### src/rtl/seq_det_pkg.sv
// Shared definitions for the sequence/run detector.
//   mode_e  : pattern matching mode (run = repeats tolerated, exact = one sample per element)
//   prog_w  : width needed to hold a progress value in 0..len
package seq_det_pkg;

    typedef enum logic {
        MODE_RUN   = 1'b0,
        MODE_EXACT = 1'b1
    } mode_e;

    function automatic int unsigned prog_w(input int unsigned len);
        return (len + 1 <= 2) ? 1 : $clog2(len + 1);
    endfunction

endpackage

### src/rtl/seq_pat_cfg.sv
// Pattern/mode configuration register with write validation.
//   clk, reset   : clock, asynchronous active-high reset
//   cfg_we       : request to load cfg_pattern/cfg_mode
//   cfg_pattern  : LEN elements of SYM_W bits, element i at [i*SYM_W +: SYM_W]
//   cfg_mode     : requested mode (mode_e encoding)
//   pattern/mode : currently active configuration
//   cfg_ok       : the request this cycle is accepted (combinational)
//   cfg_err      : last request was rejected, sticky until the next request
module seq_pat_cfg
    import seq_det_pkg::*;
#(
    parameter int unsigned            SYM_W     = 2,
    parameter int unsigned            LEN       = 3,
    parameter logic [LEN*SYM_W-1:0]   PAT_INIT  = 6'b111001,
    parameter logic                   MODE_INIT = 1'b0
) (
    input  logic                 clk,
    input  logic                 reset,
    input  logic                 cfg_we,
    input  logic [LEN*SYM_W-1:0] cfg_pattern,
    input  logic                 cfg_mode,
    output logic [LEN*SYM_W-1:0] pattern,
    output mode_e                mode,
    output logic                 cfg_ok,
    output logic                 cfg_err
);

    logic [LEN*SYM_W-1:0] pattern_q, pattern_d;
    mode_e                mode_q, mode_d;
    logic                 cfg_err_q, cfg_err_d;
    logic                 adj_eq;

    // A run-mode pattern with two equal neighbours can never advance past the
    // first of them (the repeat rule wins), so it is refused.
    always_comb begin
        adj_eq = 1'b0;
        for (int unsigned i = 0; i + 1 < LEN; i++) begin
            if (cfg_pattern[i*SYM_W +: SYM_W] == cfg_pattern[(i+1)*SYM_W +: SYM_W]) begin
                adj_eq = 1'b1;
            end
        end
        cfg_ok = cfg_we && !((mode_e'(cfg_mode) == MODE_RUN) && adj_eq);
    end

    always_comb begin
        pattern_d = pattern_q;
        mode_d    = mode_q;
        cfg_err_d = cfg_err_q;
        if (cfg_we) begin
            if (cfg_ok) begin
                pattern_d = cfg_pattern;
                mode_d    = mode_e'(cfg_mode);
                cfg_err_d = 1'b0;
            end else begin
                cfg_err_d = 1'b1;
            end
        end
    end

    always_ff @(posedge clk or posedge reset) begin
        if (reset) begin
            pattern_q <= PAT_INIT;
            mode_q    <= mode_e'(MODE_INIT);
            cfg_err_q <= 1'b0;
        end else begin
            pattern_q <= pattern_d;
            mode_q    <= mode_d;
            cfg_err_q <= cfg_err_d;
        end
    end

    assign pattern = pattern_q;
    assign mode    = mode_q;
    assign cfg_err = cfg_err_q;

endmodule

### src/rtl/seq_run_detector.sv
// Programmable run/sequence detector.
//   clk, reset   : clock, asynchronous active-high reset
//   en, num      : symbol stream (num valid when en=1)
//   cfg_we, cfg_pattern, cfg_mode : configuration write (takes priority over en)
//   ans          : progress has reached LEN
//   match_pulse  : one-cycle pulse when progress enters LEN
//   match_cnt    : saturating count of match_pulse events
//   progress     : number of pattern elements currently matched
//   cfg_err      : last configuration write was rejected
module seq_run_detector
    import seq_det_pkg::*;
#(
    parameter int unsigned            SYM_W     = 2,
    parameter int unsigned            LEN       = 3,
    parameter int unsigned            CNT_W     = 8,
    parameter logic [LEN*SYM_W-1:0]   PAT_INIT  = 6'b111001,
    parameter logic                   MODE_INIT = 1'b0
) (
    input  logic                       clk,
    input  logic                       reset,
    input  logic                       en,
    input  logic [SYM_W-1:0]           num,
    input  logic                       cfg_we,
    input  logic [LEN*SYM_W-1:0]       cfg_pattern,
    input  logic                       cfg_mode,
    output logic                       ans,
    output logic                       match_pulse,
    output logic [CNT_W-1:0]           match_cnt,
    output logic [prog_w(LEN)-1:0]     progress,
    output logic                       cfg_err
);

    localparam int unsigned    PW     = prog_w(LEN);
    localparam logic [PW-1:0]  P_FULL = PW'(LEN);

    logic [LEN*SYM_W-1:0] pattern;
    mode_e                mode;
    logic                 cfg_ok;

    logic [PW-1:0]    p_q, p_d, p_step;
    logic             match_pulse_q, match_pulse_d;
    logic [CNT_W-1:0] match_cnt_q, match_cnt_d;
    logic [SYM_W-1:0] sym_cur, sym_prev;
    logic             hit_prev, hit_cur, hit_first;

    seq_pat_cfg #(
        .SYM_W     (SYM_W),
        .LEN       (LEN),
        .PAT_INIT  (PAT_INIT),
        .MODE_INIT (MODE_INIT)
    ) u_pat_cfg (
        .clk         (clk),
        .reset       (reset),
        .cfg_we      (cfg_we),
        .cfg_pattern (cfg_pattern),
        .cfg_mode    (cfg_mode),
        .pattern     (pattern),
        .mode        (mode),
        .cfg_ok      (cfg_ok),
        .cfg_err     (cfg_err)
    );

    // Next-element (pat[p]) and last-matched-element (pat[p-1]) selection.
    always_comb begin
        sym_cur  = '0;
        sym_prev = '0;
        for (int unsigned i = 0; i < LEN; i++) begin
            if (p_q == PW'(i))     sym_cur  = pattern[i*SYM_W +: SYM_W];
            if (p_q == PW'(i + 1)) sym_prev = pattern[i*SYM_W +: SYM_W];
        end
        hit_prev  = (p_q != '0) && (num == sym_prev);
        hit_cur   = (p_q != P_FULL) && (num == sym_cur);
        hit_first = (num == pattern[SYM_W-1:0]);

        if (mode == MODE_RUN && hit_prev) p_step = p_q;
        else if (hit_cur)                 p_step = p_q + PW'(1);
        else if (hit_first)               p_step = PW'(1);
        else                              p_step = '0;
    end

    always_comb begin
        p_d           = p_q;
        match_pulse_d = 1'b0;
        match_cnt_d   = match_cnt_q;
        if (cfg_ok) begin
            p_d         = '0;
            match_cnt_d = '0;
        end else if (en && !cfg_we) begin
            p_d = p_step;
            // In exact mode, staying at LEN is only reachable via a fresh
            // restart on pat[0] (LEN==1), which is a new match and pulses.
            match_pulse_d = (p_step == P_FULL) && ((p_q != P_FULL) || (mode == MODE_EXACT));
            if (match_pulse_d && (match_cnt_q != '1)) begin
                match_cnt_d = match_cnt_q + CNT_W'(1);
            end
        end
    end

    always_ff @(posedge clk or posedge reset) begin
        if (reset) begin
            p_q           <= '0;
            match_pulse_q <= 1'b0;
            match_cnt_q   <= '0;
        end else begin
            p_q           <= p_d;
            match_pulse_q <= match_pulse_d;
            match_cnt_q   <= match_cnt_d;
        end
    end

    assign ans         = (p_q == P_FULL);
    assign match_pulse = match_pulse_q;
    assign match_cnt   = match_cnt_q;
    assign progress    = p_q;

endmodule

### config.mk
export PLATFORM = sky130hd
export DESIGN_NAME = seq_run_detector
export DESIGN_NICKNAME = d
export VERILOG_FILES = /design/src/rtl/seq_det_pkg.sv /design/src/rtl/seq_pat_cfg.sv /design/src/rtl/seq_run_detector.sv
export SDC_FILE = /design/constraint.sdc
export NUM_CORES = 1
export LEC_CHECK = 0
export ABC_AREA = 1
export ABC_CLOCK_PERIOD_IN_PS = 5800
export BUFFER_PORTS_ARGS = -buffer_cell sky130_fd_sc_hd__buf_4
export CORE_MARGIN = 5
export CORE_UTILIZATION = 30
export DETAILED_ROUTE_END_ITERATION = 12
export GPL_TIMING_DRIVEN = 0
export PLACE_DENSITY_LB_ADDON = 0.15
export SETUP_SLACK_MARGIN = 0.1
export SLEW_MARGIN = 20
export SYNTH_ARGS = -nofsm -noshare
export SYNTH_HDL_FRONTEND = slang
export SYNTH_SLANG_ARGS = --single-unit
export TNS_END_PERCENT = 5
### constraint.sdc
create_clock -name clk -period 5.8 [get_ports clk]
set_clock_uncertainty 0.05 [all_clocks]
set_input_delay 0.58 -clock clk [delete_from_list [all_inputs] [get_ports clk]]
set_output_delay 0.58 -clock clk [all_outputs]
set_load 0.05 [all_outputs]
* Word level (Yosys, flattened, before mapping)
Cells that the tools add are included.
** Operators by class
- Eq/ne operators :: 11
- Reductions and logical operators :: 17
- Muxes and demuxes :: 19
- Bitwise logic cells :: 2
- Add/subtract/negate cells :: 2
** Operators by type and width (count)
- two-way mux 8 bit :: 3
- two-way mux 2 bit :: 10
- == test 2 bit :: 5
- adder 8 x 1 -> 8 bit, second input constant :: 1
- logical AND 1 bit :: 8
- inequality test 8 bit, second input constant :: 1
- == test 2 bit, second input constant :: 3
- two-way mux 1 bit :: 6
- nonzero test 2 bit :: 3
- AND reduction 2 bit :: 2
- adder 2 x 1 -> 2 bit, second input constant :: 1
- == test 2 x 1 -> 1 bit, second input constant :: 1
- zero test 1 bit :: 2
- zero test 2 bit :: 1
- inequality test 2 bit, second input constant :: 1
- inverter 1 bit :: 2
- logical OR 1 bit :: 1
** Word-level totals
- Bits of input ports :: 13
- Word-level logic and storage cells :: 57
- Bits in registers :: 19
- Output and inout port bits :: 13

* Depth between registers and ports, before layout
- Depth after elaboration :: 14
- Gate-level depth with buffers :: 17
- Mapped depth without buffers :: 17

* By module
Synthesis repeated with hierarchy kept, for this count alone.
** Unflattened totals
- Cells, all modules :: 199
- Area total of the unflattened synthesis :: 1473.9 um^2
** By module, submodules not included
- seq_run_detector :: seq. area each 275.3 um^2, area an instance 1039.7 um^2, times used 1, cells each 141
- seq_pat_cfg :: seq. area each 205.2 um^2, area an instance 434.2 um^2, times used 1, cells each 58

* Least setup slack after synthesis
No wires, ideal clock.
- Kind :: reg-to-reg
- Start point :: register p_q[0] (netlist: progress[0])
- End point :: register match_cnt_q[2] (netlist: match_cnt[2])
- Setup time :: 0.120 ns
- Setup slack :: 3.229 ns
- Data arrival time :: 2.401 ns
- Clock period less this slack :: 2.571 ns
- Required time :: 5.630 ns
- Buffers on the path :: 0
- Cell stages (with the launch flop) :: 13
- Cells stage by stage :: dfrtp_1 > ha_1 > a21oi_1 > nand2_2 > nand2_1 > a21oi_4 > nand3_1 > nand2_2 > nand4_1 > nand2_2 > nand2_2 > nand2_1 > nand2_1
** On the way
- Elaborated cells between the ends (all ways) :: 26
- Classes of those cells :: 1 x add/sub; 7 x eq/ne; 8 x mux; 10 x reduce/logical
** RTL lines
- start: declaration :: RTL line seq_run_detector.sv:40 : logic [PW-1:0] p_q, p_d, p_step;
- start signal: assignment :: RTL line seq_run_detector.sv:105 : p_q <= p_d;
- == test 2 bit
- named net ans :: RTL line seq_run_detector.sv:26 : output logic ans,
- two-way mux 2 bit :: RTL line seq_run_detector.sv:69 : if (p_q == PW'(i + 1)) sym_prev = pattern[i*SYM_W +: SYM_W];
- == test 2 bit :: RTL line seq_run_detector.sv:71 : hit_prev = (p_q != '0) && (num == sym_prev);
- logical AND 1 bit :: RTL line seq_run_detector.sv:71
- logical AND 1 bit :: RTL line seq_run_detector.sv:75 : if (mode == MODE_RUN && hit_prev) p_step = p_q;
- two-way mux 2 bit :: RTL line seq_run_detector.sv:75
- == test 2 bit :: RTL line seq_run_detector.sv:92 : match_pulse_d = (p_step == P_FULL) && ((p_q != P_FULL) || (mode == MODE_EXACT));
- logical AND 1 bit :: RTL line seq_run_detector.sv:92
- logical AND 1 bit :: RTL line seq_run_detector.sv:93 : if (match_pulse_d && (match_cnt_q != '1)) begin
- nonzero test 2 bit (no source line)
- AND reduction 2 bit (no source line)
- end signal: assignment :: RTL line seq_run_detector.sv:107 : match_cnt_q <= match_cnt_d;
- end: declaration :: RTL line seq_run_detector.sv:42 : logic [CNT_W-1:0] match_cnt_q, match_cnt_d;
The timed path passes the listed nets, and every way through them passes these cells.
A chain may end at the register's enable or synchronous reset.

* Worst setup path in the final report
- Start point :: register p_q[0] (netlist: progress[0])
- End point :: register match_cnt_q[2] (netlist: match_cnt[2])
** On the way
- Word-level cells in the longest chain between the ends :: 13
- Elaborated cells between the ends (all ways) :: 26
- Classes of those cells :: 1 x add/sub; 7 x eq/ne; 8 x mux; 10 x reduce/logical
** Ends and longest elaborated chain (RTL line)
- zero test 2 bit / == test 2 x 1 -> 1 bit (equally long branches) :: seq_run_detector.sv:68, seq_run_detector.sv:69
- two-way mux 2 bit, on equally long branches (3 in series) :: seq_run_detector.sv:68, seq_run_detector.sv:69
- == test 2 bit, on equally long branches :: seq_run_detector.sv:72, seq_run_detector.sv:71
- logical AND 1 bit, on equally long branches :: seq_run_detector.sv:72, seq_run_detector.sv:71
- two-way mux 2 bit / logical AND 1 bit (equally long branches) :: seq_run_detector.sv:76, seq_run_detector.sv:75
- two-way mux 2 bit :: seq_run_detector.sv:75
- == test 2 bit :: seq_run_detector.sv:92
- logical AND 1 bit (*) :: seq_run_detector.sv:92
- logical AND 1 bit (*) :: seq_run_detector.sv:93
- nonzero test 2 bit (no source line) (*)
- AND reduction 2 bit (no source line) (*)
Mark *: on every way between the ends. The rest lies on a longest branch, timed or not.

==> out/qor.csv <==
stage;metric;value;unit
worst_setup_path;setup slack, reg-to-reg;3.43;ns
logic_synthesis;compound-gate portion of the synthesized area;8.65;%
layout;final instance area;1670;sq um
logic_synthesis;Seq/Total Area, Yosys;35.0;%
worst_setup_path;R2R Path Start;progress[0]$_DFFE_PP0P_;
worst_setup_path;CP Class;reg -> reg;
placement;Port Buffers;25;
global_routing;GRT overflow;0;
logic_synthesis;largest family of logic cells by synthesized area;simple AND/OR/NAND/NOR gates;
worst_setup_path;Critical Path Fanout Max;7;
sta;pin slew with the least headroom to its limit;0.771;ns
hold_path;worst min path class;in -> async;
detailed_routing;Final ANT Viol Nets;0;
global_routing;largest net degree at the start of global routing;20;
floorplanning;Die W;77.7;um
worst_setup_path;critical path capture point type;register;
logic_synthesis;Yosys warning total;0;
pwr;largest vdd supply drop;0.125;mV
logic_synthesis;Syn Area/Cell;7.05;sq um
sta;Final Max Slew Viols;0;
worst_setup_path;R2R depth;16;
layout;nets@finish;244;
clock_network;CTS Buf Count;3;
sta;Max-slew headroom;48.5;%
sta;RSZ-0062 raised after global routing;false;
clock_network;Setup Fix Bufs, Post-CTS;0;
clock_network;Max clock buf depth;2;
detailed_routing;vias;1243;
detailed_routing;drt via density;4.50;
run;max cap viols;0;
clock_network;worst-skew pair later-pin latency;0.25;ns
clock_network;post_cts resized;0;
floorplanning;core area;4380;sq um
global_routing;initial antenna violation count;0;
worst_setup_path;Reg2Reg Capture Point;match_cnt[2]$_DFFE_PP0P_;
clock_network;Root Buffer;clkbuf_8;
detailed_routing;1st-iter DRT viols;58;
logic_synthesis;dominant cells by area after synthesis;dfrtp_1, nand2_1, inv_1;
layout;Synth-to-Final Area Change;21.7;%
layout;share of cells above drive strength 1;21.9;%
layout;Util after Layout;38.1;%
worst_setup_path;CP max-delay cell;dfrtp_1;
detailed_routing;drt first pass iters;4;
worst_setup_path;CP most frequent cell;nand2_1;
placement;Post-DP HPWL;2510;um
logic_synthesis;Post-Syn Instances;195;
pwr;Leakage;0.853;nW
placement;DP Worst Slack;3.44;ns
sta;crit path time final;2.37;ns
detailed_routing;routed len/inst;11.4;um
worst_setup_path;crit path DAT;2.48;ns
clock_network;CTS Hold Bufs;0;
layout;Fillers;489;
logic_synthesis;synthesized area;1370;sq um
clock_network;CTS tree;done;
sta;setup ws final;3.43;ns
logic_synthesis;#FFs+latches synth;19;
floorplanning;Die H;77.7;um
worst_setup_path;crit path cell chain;inv_1 -> ha_1 -> a21oi_1 -> nand2_1 -> nand2_1 -> nand2_1 -> nand2_1 -> nand4_1 -> nand2_1 -> nand2_1 -> nand2_2 -> nand4_1 -> nand2_2 -> nand2_2 -> nand2_1 -> nand2_1;
floorplanning;starting density of the core;31.3;%
clock_network;clk sink count;19;
clock_network;Clk pin slew, worst setup/hold paths;0.07;ns
sta;period utilization;40.9;%
layout;final std cells w/o fill;276;
worst_setup_path;startpoint types;register;
clock_network;CTS HTree Levels;1;
detailed_routing;drc violations;0;
logic_synthesis;Post-Synth Simple-Gate Area;37.7;%
worst_setup_path;CP required;5.90;ns
pwr;Power, Total;0.437;mW
logic_synthesis;Synth Area in Adders;5.46;%
floorplanning;Die ar.;6030;sq um
sta;Final TNS setup;0;ns
global_routing;Total GRT Usage;10.7;%
placement;Inst Count DP;272;
logic_synthesis;Yosys top cell area share;27.3;%
run_status;status;complete, no violations;
sta;final setup fails;0;
logic_synthesis;Yosys top cell by area;dfrtp_1;
layout;# diodes;0;
placement;Placer Congestion;0.806;
sta;Fmax achieved;421;MHz
logic_synthesis;Synth Area in XOR/XNOR;4.46;%
floorplanning;site row count;24;
floorplanning;# IOs;26;
global_routing;vias in the first global route;1159;
logic_synthesis;mux cell area share after synthesis;0;%
logic_synthesis;Mapped Nets;214;
detailed_routing;WL final;3140;um
placement;Placed Area;1630;sq um
worst_setup_path;Worst path max stage delay;0.46;ns
global_routing;first-pass GRT wire length;5390;um
sta;Final Hold Fails;0;
logic_synthesis;Distinct cells, synth;24;
pwr;PD cells;261;nW/um^2
sta;Min Hold Slack;0.413;ns
[how the worst max path moves through the flow]
| stage | startpoint | depth (start not counted) | end | slack, ns |
|---|---|---|---|---|
| after floorplan | progress[0]$_DFFE_PP0P_ | 12 | match_cnt[2]$_DFFE_PP0P_ | 3.23 |
| after global placement | progress[0]$_DFFE_PP0P_ | 16 | match_cnt[1]$_DFFE_PP0P_ | 3.42 |
| after detailed placement | progress[0]$_DFFE_PP0P_ | 16 | match_cnt[2]$_DFFE_PP0P_ | 3.44 |
| after CTS | progress[0]$_DFFE_PP0P_ | 16 | match_cnt[2]$_DFFE_PP0P_ | 3.43 |
| after global routing | progress[0]$_DFFE_PP0P_ | 14 | match_cnt[1]$_DFFE_PP0P_ | 3.20 |
| final | progress[0]$_DFFE_PP0P_ | 16 | match_cnt[2]$_DFFE_PP0P_ | 3.43 |
[synthesized netlist by cell type (all sizes together)]
master / number
o21bai: 1
inv: 30
clkinv: 1
nand2: 62
clkbuf: 1
nand3: 23
nor3b: 1
nor3: 1
xor2: 3
a21oi: 7
xnor2: 4
dfstp: 4
and2: 1
o21ai: 13
ha: 6
dfrtp: 15
nor2: 16
nand4: 6
[kinds of logic (layout without fill, tap and decap cells)]
| family | Yosys count | count (layout) |
|---|---|---|
| AND/OR/NAND/NOR | 110 | 110 |
| buffers and inverters | 32 | 61 |
| AO/OA/AOI/OAI | 21 | 21 |
| flip-flops | 19 | 19 |
| XOR/XNOR | 7 | 7 |
| adder cells (fa/ha/maj) | 6 | 6 |
[sequential cells by signal, indices dropped and copies added (netlist names)]
signal,count
u_pat_cfg.cfg_err,1
match_cnt,8
u_pat_cfg.mode,1
match_pulse,1
u_pat_cfg.pattern,6
progress,2
[critical path: cells and delay by family (launching register included)]
family / cells / cell delay, ns
AOI/OAI and AO/OA: 1 / 0.16
buffers and inverters: 1 / 0.13
adders and majority gates: 1 / 0.31
and+or+nand+nor: 13 / 1.16
DFF: 1 / 0.46
[power breakdown]
part           switching, mW  internal (mW)  total (mW)
clock                 0.0457         0.0489      0.0945
sequential            0.0169          0.150       0.167
combinational          0.116         0.0598       0.176
[layout by cell type (no fill, tap or decap)]
cell | Yosys | final
dfstp_2 | 4 | 4
clkbuf_8 | 0 | 3
nand3_1 | 20 | 20
o21ai_1 | 3 | 3
xor2_1 | 3 | 3
inv_2 | 1 | 1
nor2_4 | 2 | 2
nand2_1 | 53 | 53
clkinv_1 | 1 | 1
buf_4 | 0 | 25
nor2_1 | 14 | 14
a21oi_1 | 6 | 6
o21ai_0 | 10 | 10
inv_1 | 29 | 29
o21bai_1 | 1 | 1
clkbuf_1 | 1 | 2
xnor2_1 | 4 | 4
nand3_2 | 3 | 3
nand2_2 | 9 | 9
and2_2 | 1 | 1
ha_1 | 6 | 6
a21oi_4 | 1 | 1
nor3b_1 | 1 | 1
nor3_1 | 1 | 1
nand4_1 | 6 | 6
dfrtp_1 | 15 | 15
[cell type report]
class	count	area [sq um]	share of cell area, %
Multi-Input combinational cell	144	773	46.3
Buffer	1	3.75	0.225
Sequential cell	19	480	28.7
Clock buffer	4	45.0	2.69
Tap cell	52	65.1	3.89
Timing Repair Buffer	25	188	11.2
Inverter	31	116	6.96
[routing by layer]
| metal | GRT usage [%] | vias up | part of all wire [%] |
|---|---|---|---|
| li1 | - | 681 | - |
| met1 | 15.3 | 544 | 54 |
| met2 | 16.0 | 16 | 42 |
| met3 | 2.20 | 2 | 3.5 |
| met4 | 3.78 | 0 | 0.80 |
| met5 | 0 | - | 0 |
No activity file was read; power rests on OpenSTA's default activity.
